`config.mk`:
```
export PLATFORM = sky130hd
export DESIGN_NAME = cache_fill_ctrl_flat
export DESIGN_NICKNAME = d
export VERILOG_FILES = /design/src/rtl/cache_fill_ctrl_pkg.sv /design/src/rtl/cache_fill_ctrl_if.sv /design/src/rtl/cache_fill_ctrl_fill_counter.sv /design/src/rtl/cache_fill_ctrl.sv /design/src/flat_wrapper.sv
export SDC_FILE = /design/constraint.sdc
export NUM_CORES = 1
export LEC_CHECK = 0
export CAP_MARGIN = 40
export CORE_MARGIN = 2
export CORE_UTILIZATION = 45
export CTS_CLUSTER_DIAMETER = 30
export DETAILED_ROUTE_END_ITERATION = 6
export GPL_ROUTABILITY_DRIVEN = 0
export PLACE_DENSITY_LB_ADDON = 0.15
export SLEW_MARGIN = 15
export SYNTH_ARGS = -nofsm -noshare
export SYNTH_HDL_FRONTEND = slang
export SYNTH_SLANG_ARGS = --single-unit
```
`constraint.sdc`:
```
create_clock -name clk -period 2.17 [get_ports clk]
set_input_delay 0.3255 -clock clk [delete_from_list [all_inputs] [get_ports clk]]
set_output_delay 0.3255 -clock clk [all_outputs]
set_load 0.01 [all_outputs]
```
`src/rtl/cache_fill_ctrl_pkg.sv`:
```
// Shared constants and the fill-state encoding for the cache line-fill controller.
package cache_pkg;
  localparam int ADDR_W_DEF     = 16;
  localparam int OFF_W_DEF      = 3;
  localparam int BYTE_OFF_W_DEF = 1;

  typedef enum logic {
    IDLE = 1'b0,
    FILL = 1'b1
  } fill_state_e;
endpackage

```
`src/rtl/cache_fill_ctrl_if.sv`:
```
// Memory-side request/return handshake between the fill controller and the memory.
interface cache_fill_ctrl_if
  import cache_pkg::*;
#(
  parameter int ADDR_W = ADDR_W_DEF
);
  logic              mem_req_valid;
  logic              mem_req_ready;
  logic [ADDR_W-1:0] mem_address;
  logic              mem_data_valid;

  modport master (
    output mem_req_valid,
    output mem_address,
    input  mem_req_ready,
    input  mem_data_valid
  );

  modport slave (
    input  mem_req_valid,
    input  mem_address,
    output mem_req_ready,
    output mem_data_valid
  );
endinterface

```
`src/rtl/cache_fill_ctrl_fill_counter.sv`:
```
// Up-counter with enable and synchronous clear; clear has priority over enable.
module fill_counter #(
  parameter int WIDTH = 4
) (
  input  logic             clk,
  input  logic             rst,
  input  logic             clr,
  input  logic             en,
  output logic [WIDTH-1:0] count
);
  logic [WIDTH-1:0] count_q;

  always_ff @(posedge clk or posedge rst) begin
    if (rst) begin
      count_q <= '0;
    end else if (clr) begin
      count_q <= '0;
    end else if (en) begin
      count_q <= count_q + WIDTH'(1);
    end
  end

  assign count = count_q;
endmodule

```
`src/rtl/cache_fill_ctrl.sv`:
```
// Critical-word-first line-fill controller with request handshake, outstanding cap and early restart.
//   state | meaning
//   IDLE  | waiting for a miss; counters hold, outputs quiet
//   FILL  | issuing word requests and writing returned words into the line
module cache_fill_ctrl
  import cache_pkg::*;
#(
  parameter int ADDR_W     = ADDR_W_DEF,
  parameter int OFF_W      = OFF_W_DEF,
  parameter int BYTE_OFF_W = BYTE_OFF_W_DEF,
  parameter int MAX_OUT    = 4
) (
  input  logic               clk,
  input  logic               rst,
  input  logic               miss_detected,
  input  logic [ADDR_W-1:0]  miss_address,
  cache_fill_ctrl_if.master  mem,
  output logic               fsm_busy,
  output logic               write_data_array,
  output logic [OFF_W-1:0]   write_offset,
  output logic               write_tag_array,
  output logic               critical_valid
);
  localparam int WORDS  = 2 ** OFF_W;
  localparam int OUT_W  = $clog2(MAX_OUT + 1);
  localparam int BASE_W = ADDR_W - OFF_W - BYTE_OFF_W;

  localparam logic [OFF_W:0]     WORDS_C   = (OFF_W+1)'(WORDS);
  localparam logic [OFF_W:0]     LAST_C    = (OFF_W+1)'(WORDS - 1);
  localparam logic [OUT_W-1:0]   MAX_OUT_C = OUT_W'(MAX_OUT);

  fill_state_e       state_q;
  logic [BASE_W-1:0] base_q;
  logic [OFF_W-1:0]  start_q;
  logic [OUT_W-1:0]  out_cnt_q, out_cnt_d;
  logic [OFF_W:0]    req_cnt, rcv_cnt;
  logic              start_fill, accept, receive, last_rcv;
  logic              unused_byte_bits;

  assign unused_byte_bits = ^miss_address[BYTE_OFF_W-1:0];

  assign start_fill = (state_q == IDLE) && miss_detected;

  assign mem.mem_req_valid = (state_q == FILL) && (req_cnt < WORDS_C) && (out_cnt_q < MAX_OUT_C);
  assign accept            = mem.mem_req_valid && mem.mem_req_ready;
  // A return with nothing outstanding cannot belong to this fill, so it is dropped.
  assign receive           = (state_q == FILL) && mem.mem_data_valid && (out_cnt_q != '0);
  assign last_rcv          = receive && (rcv_cnt == LAST_C);

  assign mem.mem_address = {base_q, start_q + req_cnt[OFF_W-1:0], {BYTE_OFF_W{1'b0}}};

  fill_counter #(.WIDTH(OFF_W + 1)) u_req_cnt (
    .clk   (clk),
    .rst   (rst),
    .clr   (start_fill),
    .en    (accept),
    .count (req_cnt)
  );

  fill_counter #(.WIDTH(OFF_W + 1)) u_rcv_cnt (
    .clk   (clk),
    .rst   (rst),
    .clr   (start_fill),
    .en    (receive),
    .count (rcv_cnt)
  );

  always_comb begin
    out_cnt_d = out_cnt_q;
    if (start_fill) begin
      out_cnt_d = '0;
    end else if (accept && !receive) begin
      out_cnt_d = out_cnt_q + OUT_W'(1);
    end else if (receive && !accept) begin
      out_cnt_d = out_cnt_q - OUT_W'(1);
    end
  end

  always_ff @(posedge clk or posedge rst) begin
    if (rst) begin
      out_cnt_q <= '0;
    end else begin
      out_cnt_q <= out_cnt_d;
    end
  end

  always_ff @(posedge clk or posedge rst) begin
    if (rst) begin
      state_q <= IDLE;
      base_q  <= '0;
      start_q <= '0;
    end else begin
      case (state_q)
        IDLE: begin
          if (miss_detected) begin
            state_q <= FILL;
            base_q  <= miss_address[ADDR_W-1:OFF_W+BYTE_OFF_W];
            start_q <= miss_address[OFF_W+BYTE_OFF_W-1:BYTE_OFF_W];
          end
        end
        FILL: begin
          if (last_rcv) begin
            state_q <= IDLE;
          end
        end
        default: state_q <= IDLE;
      endcase
    end
  end

  assign fsm_busy         = (state_q == FILL);
  assign write_data_array = receive;
  assign write_offset     = start_q + rcv_cnt[OFF_W-1:0];
  assign write_tag_array  = last_rcv;
  assign critical_valid   = receive && (rcv_cnt == '0);
endmodule

```
`src/flat_wrapper.sv`:
```
// flat-port wrapper written by rule: the top's interface ports become plain ports
module cache_fill_ctrl_flat import cache_pkg::*;
#(
  parameter int ADDR_W     = ADDR_W_DEF,
  parameter int OFF_W      = OFF_W_DEF,
  parameter int BYTE_OFF_W = BYTE_OFF_W_DEF,
  parameter int MAX_OUT    = 4
)
  (clk, rst, miss_detected, miss_address, fsm_busy, write_data_array, write_offset, write_tag_array, critical_valid, mem_mem_req_valid, mem_mem_address, mem_mem_req_ready, mem_mem_data_valid);
  cache_fill_ctrl_if #(.ADDR_W(ADDR_W)) mem_i ();
  input  logic clk;
  input  logic rst;
  input  logic miss_detected;
  input  logic [ADDR_W-1:0] miss_address;
  output logic fsm_busy;
  output logic write_data_array;
  output logic [OFF_W-1:0] write_offset;
  output logic write_tag_array;
  output logic critical_valid;
  output wire logic [$bits(mem_i.mem_req_valid)-1:0] mem_mem_req_valid;
  output wire logic [$bits(mem_i.mem_address)-1:0] mem_mem_address;
  input wire logic [$bits(mem_i.mem_req_ready)-1:0] mem_mem_req_ready;
  input wire logic [$bits(mem_i.mem_data_valid)-1:0] mem_mem_data_valid;
  assign mem_mem_req_valid = mem_i.mem_req_valid;
  assign mem_mem_address = mem_i.mem_address;
  assign mem_i.mem_req_ready = mem_mem_req_ready;
  assign mem_i.mem_data_valid = mem_mem_data_valid;
  cache_fill_ctrl #(.ADDR_W(ADDR_W), .OFF_W(OFF_W), .BYTE_OFF_W(BYTE_OFF_W), .MAX_OUT(MAX_OUT)) u_core (.clk(clk), .rst(rst), .miss_detected(miss_detected), .miss_address(miss_address), .mem(mem_i), .fsm_busy(fsm_busy), .write_data_array(write_data_array), .write_offset(write_offset), .write_tag_array(write_tag_array), .critical_valid(critical_valid));
endmodule
```
==> qor.yml, run 1 <==
logic_synthesis:
  syn_area_sq_um: 1360
  ys.warnings.count: 0
  yosysTopAreaCell: "dfrtp_1"
  synth_cell_types: 29
  seq_area_frac_synth_pct: 49.6
  synth_seq_cells: 27
  synth_area_leaders: "dfrtp_1 50%, nand2_1 13%, ha_1 5.5%"
  synth_top_area_share_pct: 49.6
  syn-instance-count: 142
  syn_area_per_cell_sq_um: 9.59
  syn-num-nets: 172
critical_path:
  worstPathArrival_ns: 1.84
  r2r.worst_path.cells: 6
  crit_path_start: "u_core.start_q[0]"
  cp_max_fo: 2
  path_class: "flop to output pin"
  crit_path_end: "mem_mem_address[3]"
  r2r_end: "u_core.out_cnt_q[2]"
  reg2reg_slack_ns: 0.24
  cp-start-kind: "flop"
  r2r_start: "u_core.out_cnt_q[2]"
  cp.required_ns: 1.84
  endpoint_kind: "output pin"
worst_hold_path:
  min_path_type: "primary input to asynchronous set/reset pin"
power:
  finalPower_w: 0.00278
  ir_drop_mv: 0.618
  power.leakage_nw: 0.937
  power_density_nw_per_um2: 1470
finish:
  area.growth.synth_to_final_pct: 39.0
  drive_above_1_share_pct: 13.5
  antenna_cells: 0
  fin_util_pct: 67.4
  fillCellCount: 243
  multi_input_area_sq_um: 609
  nets: 224
  fin_cells: 224
  seqCellArea_sq_um: 677
floorplanning:
  dieWidth_um: 59
  fp-row-count: 19
  coreArea_sq_um: 2810
  fp.dieH_um: 59
  dieArea_sq_um: 3480
  start_util_pct: 48.5
  ios: 45
placed_design:
  hpwl_um: 2200
  io_buffers: 42
  placedCellCount: 217
clocking:
  clock_sinks: 27
  clk_latency_ns: 0.31
  clock_path_buffers: 2
  cts_root_buf: "clkbuf_4"
  cts-hold-fix-buffers: 0
  cts_tree: "built"
  numCtsBuffers: 3
  clkTransAtPathRegs_ns: 0.14
  htreeDepth: 1
routing:
  drt_iter0_drc: 22
  antenna_left: 0
  num_vias: 1097
  route.detailed.wl_per_inst_um: 13.0
  wirelength_um: 2910
  drc: 0
  drtPass1Iterations: 4
  vias_per_cell: 4.90
global_route:
  grt_start_max_net_pins: 18
  grt_use_met1_pct: 21.7
  grt_pass1_vias: 1145
  grt_pass1_wl_um: 4850
  antenna_found_initial: 0
  grtUsageTotal_pct: 18.3
  grt_overflow: 0
  met3_usage_pct: 3.49
  use_met2_pct: 33.5
  grt_busiest_layer: "met2"
sta:
  clock_skew_ns: 0.00516
  tightest_slew_ns: 0.663
  rsz0062_at_grt: "yes"
  slew_headroom_pct: 55.8
  final_max_slew_viol_count: 0
  hold_viol_final: 0
  tns_ns: 0
  fin_crit_ns: 2.17
  max_freq_mhz: 461
  setup_viol_count_final: 0
  period_share_pct: 99.9
flow_run:
  maxCapViolCount: 0
run_status:
  status: "finished, final reports clean"
-- critical path, stage by stage (launching register included) --
cell	delay (ns)
dfrtp_1	0.37
buf_4	0.11
ha_1	0.12
inv_1	0.05
fa_2	0.34
xor2_2	0.16
xnor2_1	0.21
buf_2	0.17
-- cell usage after synthesis, drive strengths merged --
master and number:
o311ai 1, a41oi 1, nor4b 1, inv 13
nand3 1, clkbuf 2, ha 6, nor3b 1
buf 5, nor2b 1, dfrtp 27, nand2 46
conb 1, o211ai 2, nor2 10, fa 3
xnor2 5, nor3 1, a21oi 2, o31ai 2
xor2 3, mux2i 3, nor4bb 1, nand2b 1
o21ai 2, or3 1
-- metrics by stage --
| step | area (sq um) | setup slack (ns) | hold WS [ns] |
|---|---|---|---|
| detailed placement | 1840 | -0.111 | 0.461 |
| floorplan | 1360 | 0.198 | 0.378 |
| global placement | 1840 | -0.0548 | 0.457 |
| finish | 1890 | 0.00251 | 0.277 |
| global route | 1890 | -0.0897 | 0.287 |
| CTS | 1870 | -0.0260 | 0.280 |
-- how the worst min path moves through the flow --
stage / start / end / slack [ns] / depth (start not counted)
detailed placement: u_core.base_q[7] / u_core.base_q[7] / 0.46 / 2
finish: rst / u_core.out_cnt_q[0] / 0.28 / 2
global route: rst / u_core.out_cnt_q[0] / 0.29 / 2
floorplan: rst / u_core.base_q[0] / 0.38 / 1
CTS: rst / u_core.out_cnt_q[0] / 0.28 / 2
global placement: u_core.base_q[11] / u_core.base_q[11] / 0.46 / 2
-- kinds of logic after synthesis --
group                      after synthesis  synth area share, %
other                                    1                0.275
buffers and inverters                   20                 6.89
adders and majority gates                9                 9.93
xor gates and xnor gates                 8                 5.15
and+or+nand+nor                         64                 19.7
muxes                                    3                 2.21
AOI/OAI and AO/OA                       10                 6.25
DFF                                     27                 49.6
-- timing repair --
item / in CTS / in global routing
gates resized for setup: 12 / 9
buffers inserted: 2 / 1
pin swaps: 0 / 1
endpoints found under the setup margin: 6 / 4
-- registers in the layout (all words and copies together) (netlist names) --
signal,count
u_core.out_cnt_q,3
u_core.base_q,12
u_core.fsm_busy,1
u_core.u_rcv_cnt.count,4
u_core.start_q,3
u_core.u_req_cnt.count,4
-- placed cells by master, fill, tap and decap left out, drive strengths merged, types with 3 or more instances in the layout --
master	count
clkbuf	6
nor2	10
inv	13
nand2	46
xnor2	5
ha	6
fa	3
buf	14
dfrtp	27
mux2i	3
xor2	3
clkdlybuf4s50	36
-- power by group --
part | internal, W | total (W) | leakage, nW | switching [W]
Sequential | 0.000741 | 0.000940 | 0.329 | 0.000199
Combinational | 0.000856 | 0.00163 | 0.593 | 0.000770
Clock | 0.0000717 | 0.000209 | 0.0150 | 0.000138
Total | 0.00167 | 0.00278 | 0.937 | 0.00111
-- layout make-up --
class / count / area share (%)
timing repair buffer: 54 / 26.0
tap: 31 / 2.05
clock buffer: 4 / 1.39
sequential: 27 / 35.8
multi-input combinational: 95 / 32.2
inverter: 13 / 2.58
-- routing by layer --
layer	wire length, um	vias up
met5	0	-
met3	110	4
met2	1540	23
met1	1220	527
li1	-	543
met4	36	0
Power figures use the tool's default switching activity.
==> run 2, diff against run 1 <==
Settings changed: CORE_UTILIZATION 45 to 47, CTS_BUF_LIST from default to sky130_fd_sc_hd__clkbuf_2 sky130_fd_sc_hd__clkbuf_4 sky130_fd_sc_hd__clkbuf_8.
==> run 2 against run 1 <==
Via count grew 0.64%. Clock skew grew 0.0025 ns. Critical endpoint unchanged. Total power grew 2.4%. Combinational power is essentially flat.
==> qor.yml, run 2 (synthesis results as in run 1) <==
run_status:
  status: "finished, final reports clean"
critical_path:
  endpoint_kind: "output pin"
  worst_path_largest_cell_delay_ns: 0.39
  slowest_stage: "fa_2"
  cp_max_fo: 2
  crit_buf_inv: 3
  worstPathArrival_ns: 1.79
  crit_chain: "buf_4 > ha_4 > inv_2 > fa_2 > xor2_2 > xnor2_1 > buf_2"
  r2r_start: "u_core.fsm_busy"
  crit_family: "adder cells"
  path_class: "flop to output pin"
  cp.required_ns: 1.84
  cp-start-kind: "flop"
  crit_path_start: "u_core.start_q[0]"
routing:
  drt_iter0_drc: 27
  wirelength_um: 2950
  drtPass1Iterations: 4
  route.detailed.wl_per_inst_um: 13.2
  vias_per_cell: 4.95
  num_vias: 1104
  drc: 0
  antenna_left: 0
power:
  power_density_nw_per_um2: 1490
  p_sw_share_pct: 39.6
  p_switching_w: 0.00112
  power.leakage_nw: 0.923
  pwr-share-seq_pct: 33.5
  p_int_w: 0.00172
  finalPower_w: 0.00284
  clkPwrFrac_pct: 8.1
  ir_drop_mv: 1.14
  pwr-share-comb_pct: 58.5
finish:
  stdcell_area_sq_um: 1910
  mostFrequentLayoutCells: "46 x nand2_1, 36 x clkdlybuf4s50_1, 26 x dfrtp_1, 12 x inv_1, 11 x buf_4"
  drive_above_1_share_pct: 14.6
  seqCellArea_sq_um: 677
  nets: 223
  multi_input_area_sq_um: 631
  regMostFlops: "u_core.base_q"
  fillCellCount: 230
  layout_commonest_cell: "nand2_1"
  largest_reg_flops: 12
  antenna_cells: 0
  area.growth.synth_to_final_pct: 40.3
clocking:
  cts-hold-fix-buffers: 0
  clock_path_buffers: 2
  htreeDepth: 1
  numCtsBuffers: 3
  cts_tree: "built"
  cts_root_buf: "clkbuf_4"
  clock_sinks: 27
  clk_latency_ns: 0.32
  clkTransAtPathRegs_ns: 0.14
sta:
  clock_skew_ns: 0.00770
  max_freq_mhz: 472
  tightest_slew_ns: 0.703
  setup_viol_count_final: 0
  tns_ns: 0
  fin_crit_ns: 2.12
  period_share_pct: 97.5
  hold_viol_final: 0
  rsz0062_at_grt: "yes"
  slew_headroom_pct: 53.2
  final_max_slew_viol_count: 0
worst_hold_path:
  min_path_type: "primary input to asynchronous set/reset pin"
global_route:
  grt_pass1_wl_um: 5060
  grt_start_max_net_pins: 28
  grt_overflow: 0
  antenna_found_initial: 0
  grt_pass1_vias: 1151
  grtUsageTotal_pct: 19.9
placed_design:
  postPlaceCellArea_sq_um: 1840
  io_buffers: 42
  hpwl_um: 2210
floorplanning:
  ios: 45
  start_util_pct: 49.4
  fp-row-count: 19
  fp.dieH_um: 57.8
  dieWidth_um: 57.8
  dieArea_sq_um: 3340
  coreArea_sq_um: 2760
flow_run:
  maxCapViolCount: 0
## run 2: changes by cell type in the layout (fill, tap and decap cells not counted), sizes merged
cell	previous run	this run
buf	14	13
clkbuf	6	5
clkdlybuf4s15	0	1
dlygate4sd2	1	2
dlymetal6s2s	1	0
## run 2: cell type report
cell class                      count  share of cell area [%]
Tap cell                           31                    2.03
Clock buffer                        4                    1.57
Multi-Input combinational cell     95                    33.0
Timing Repair Buffer               53                    25.4
Sequential cell                    27                    35.4
Inverter                           13                    2.55
## run 2: per-stage QoR
step                      util, %  hold WS [ns]  setup slack [ns]  cells
after floorplan                 -         0.378             0.198    142
after global placement       66.6         0.457           -0.0568    216
after detailed placement     66.6         0.466            -0.188    216
after CTS                    68.0         0.356           -0.0128    223
after global routing         69.3         0.366           -0.0424    223
final                        69.3         0.351            0.0534    223
## run 2: power by group through the flow
stage	logic, W	registers (W)	clock network [W]
finish	0.00166	0.000951	0.000229
global route	0.00185	0.000985	0.000257
CTS	0.00163	0.000936	0.000238
detailed placement	0.00168	0.000951	0
global placement	0.00159	0.000936	0
floorplan	0.000816	0.000974	0
## run 2: worst min-delay path, cell delays in order
cell and delay [ns]:
clkdlybuf4s50_1 0.40, inv_1 0.05, buf_4 0.31
## run 2: metal layers
metal | vias up | track usage [%] | part of all wire (%)
met5 | - | 0 | 0
li1 | 538 | - | -
met3 | 0 | 4.69 | 4.9
met2 | 32 | 36.2 | 54
met4 | 0 | 2.99 | 0
met1 | 534 | 24.3 | 41
## run 2: timing repair
action	in CTS	in global routing
resized for setup	13	11
cloned	0	0
hold endpoints to repair	0	0
pin swaps	0	2
setup buffers	3	0
setup endpoints to repair	6	5
## run 2: path summary, 6_finish.rpt
path	endpoint	slack, ns	cells after the start
worst max register to register	u_core.out_cnt_q[2]	0.16	6
worst max-delay path	mem_mem_address[3]	0.05	7
worst min-delay path	u_core.u_req_cnt.count[3]	0.35	3
worst min register to register	u_core.base_q[4]	0.49	2
min in group clk	u_core.base_q[4]	0.49	2
max in group asynchronous	u_core.fsm_busy	1.56	3
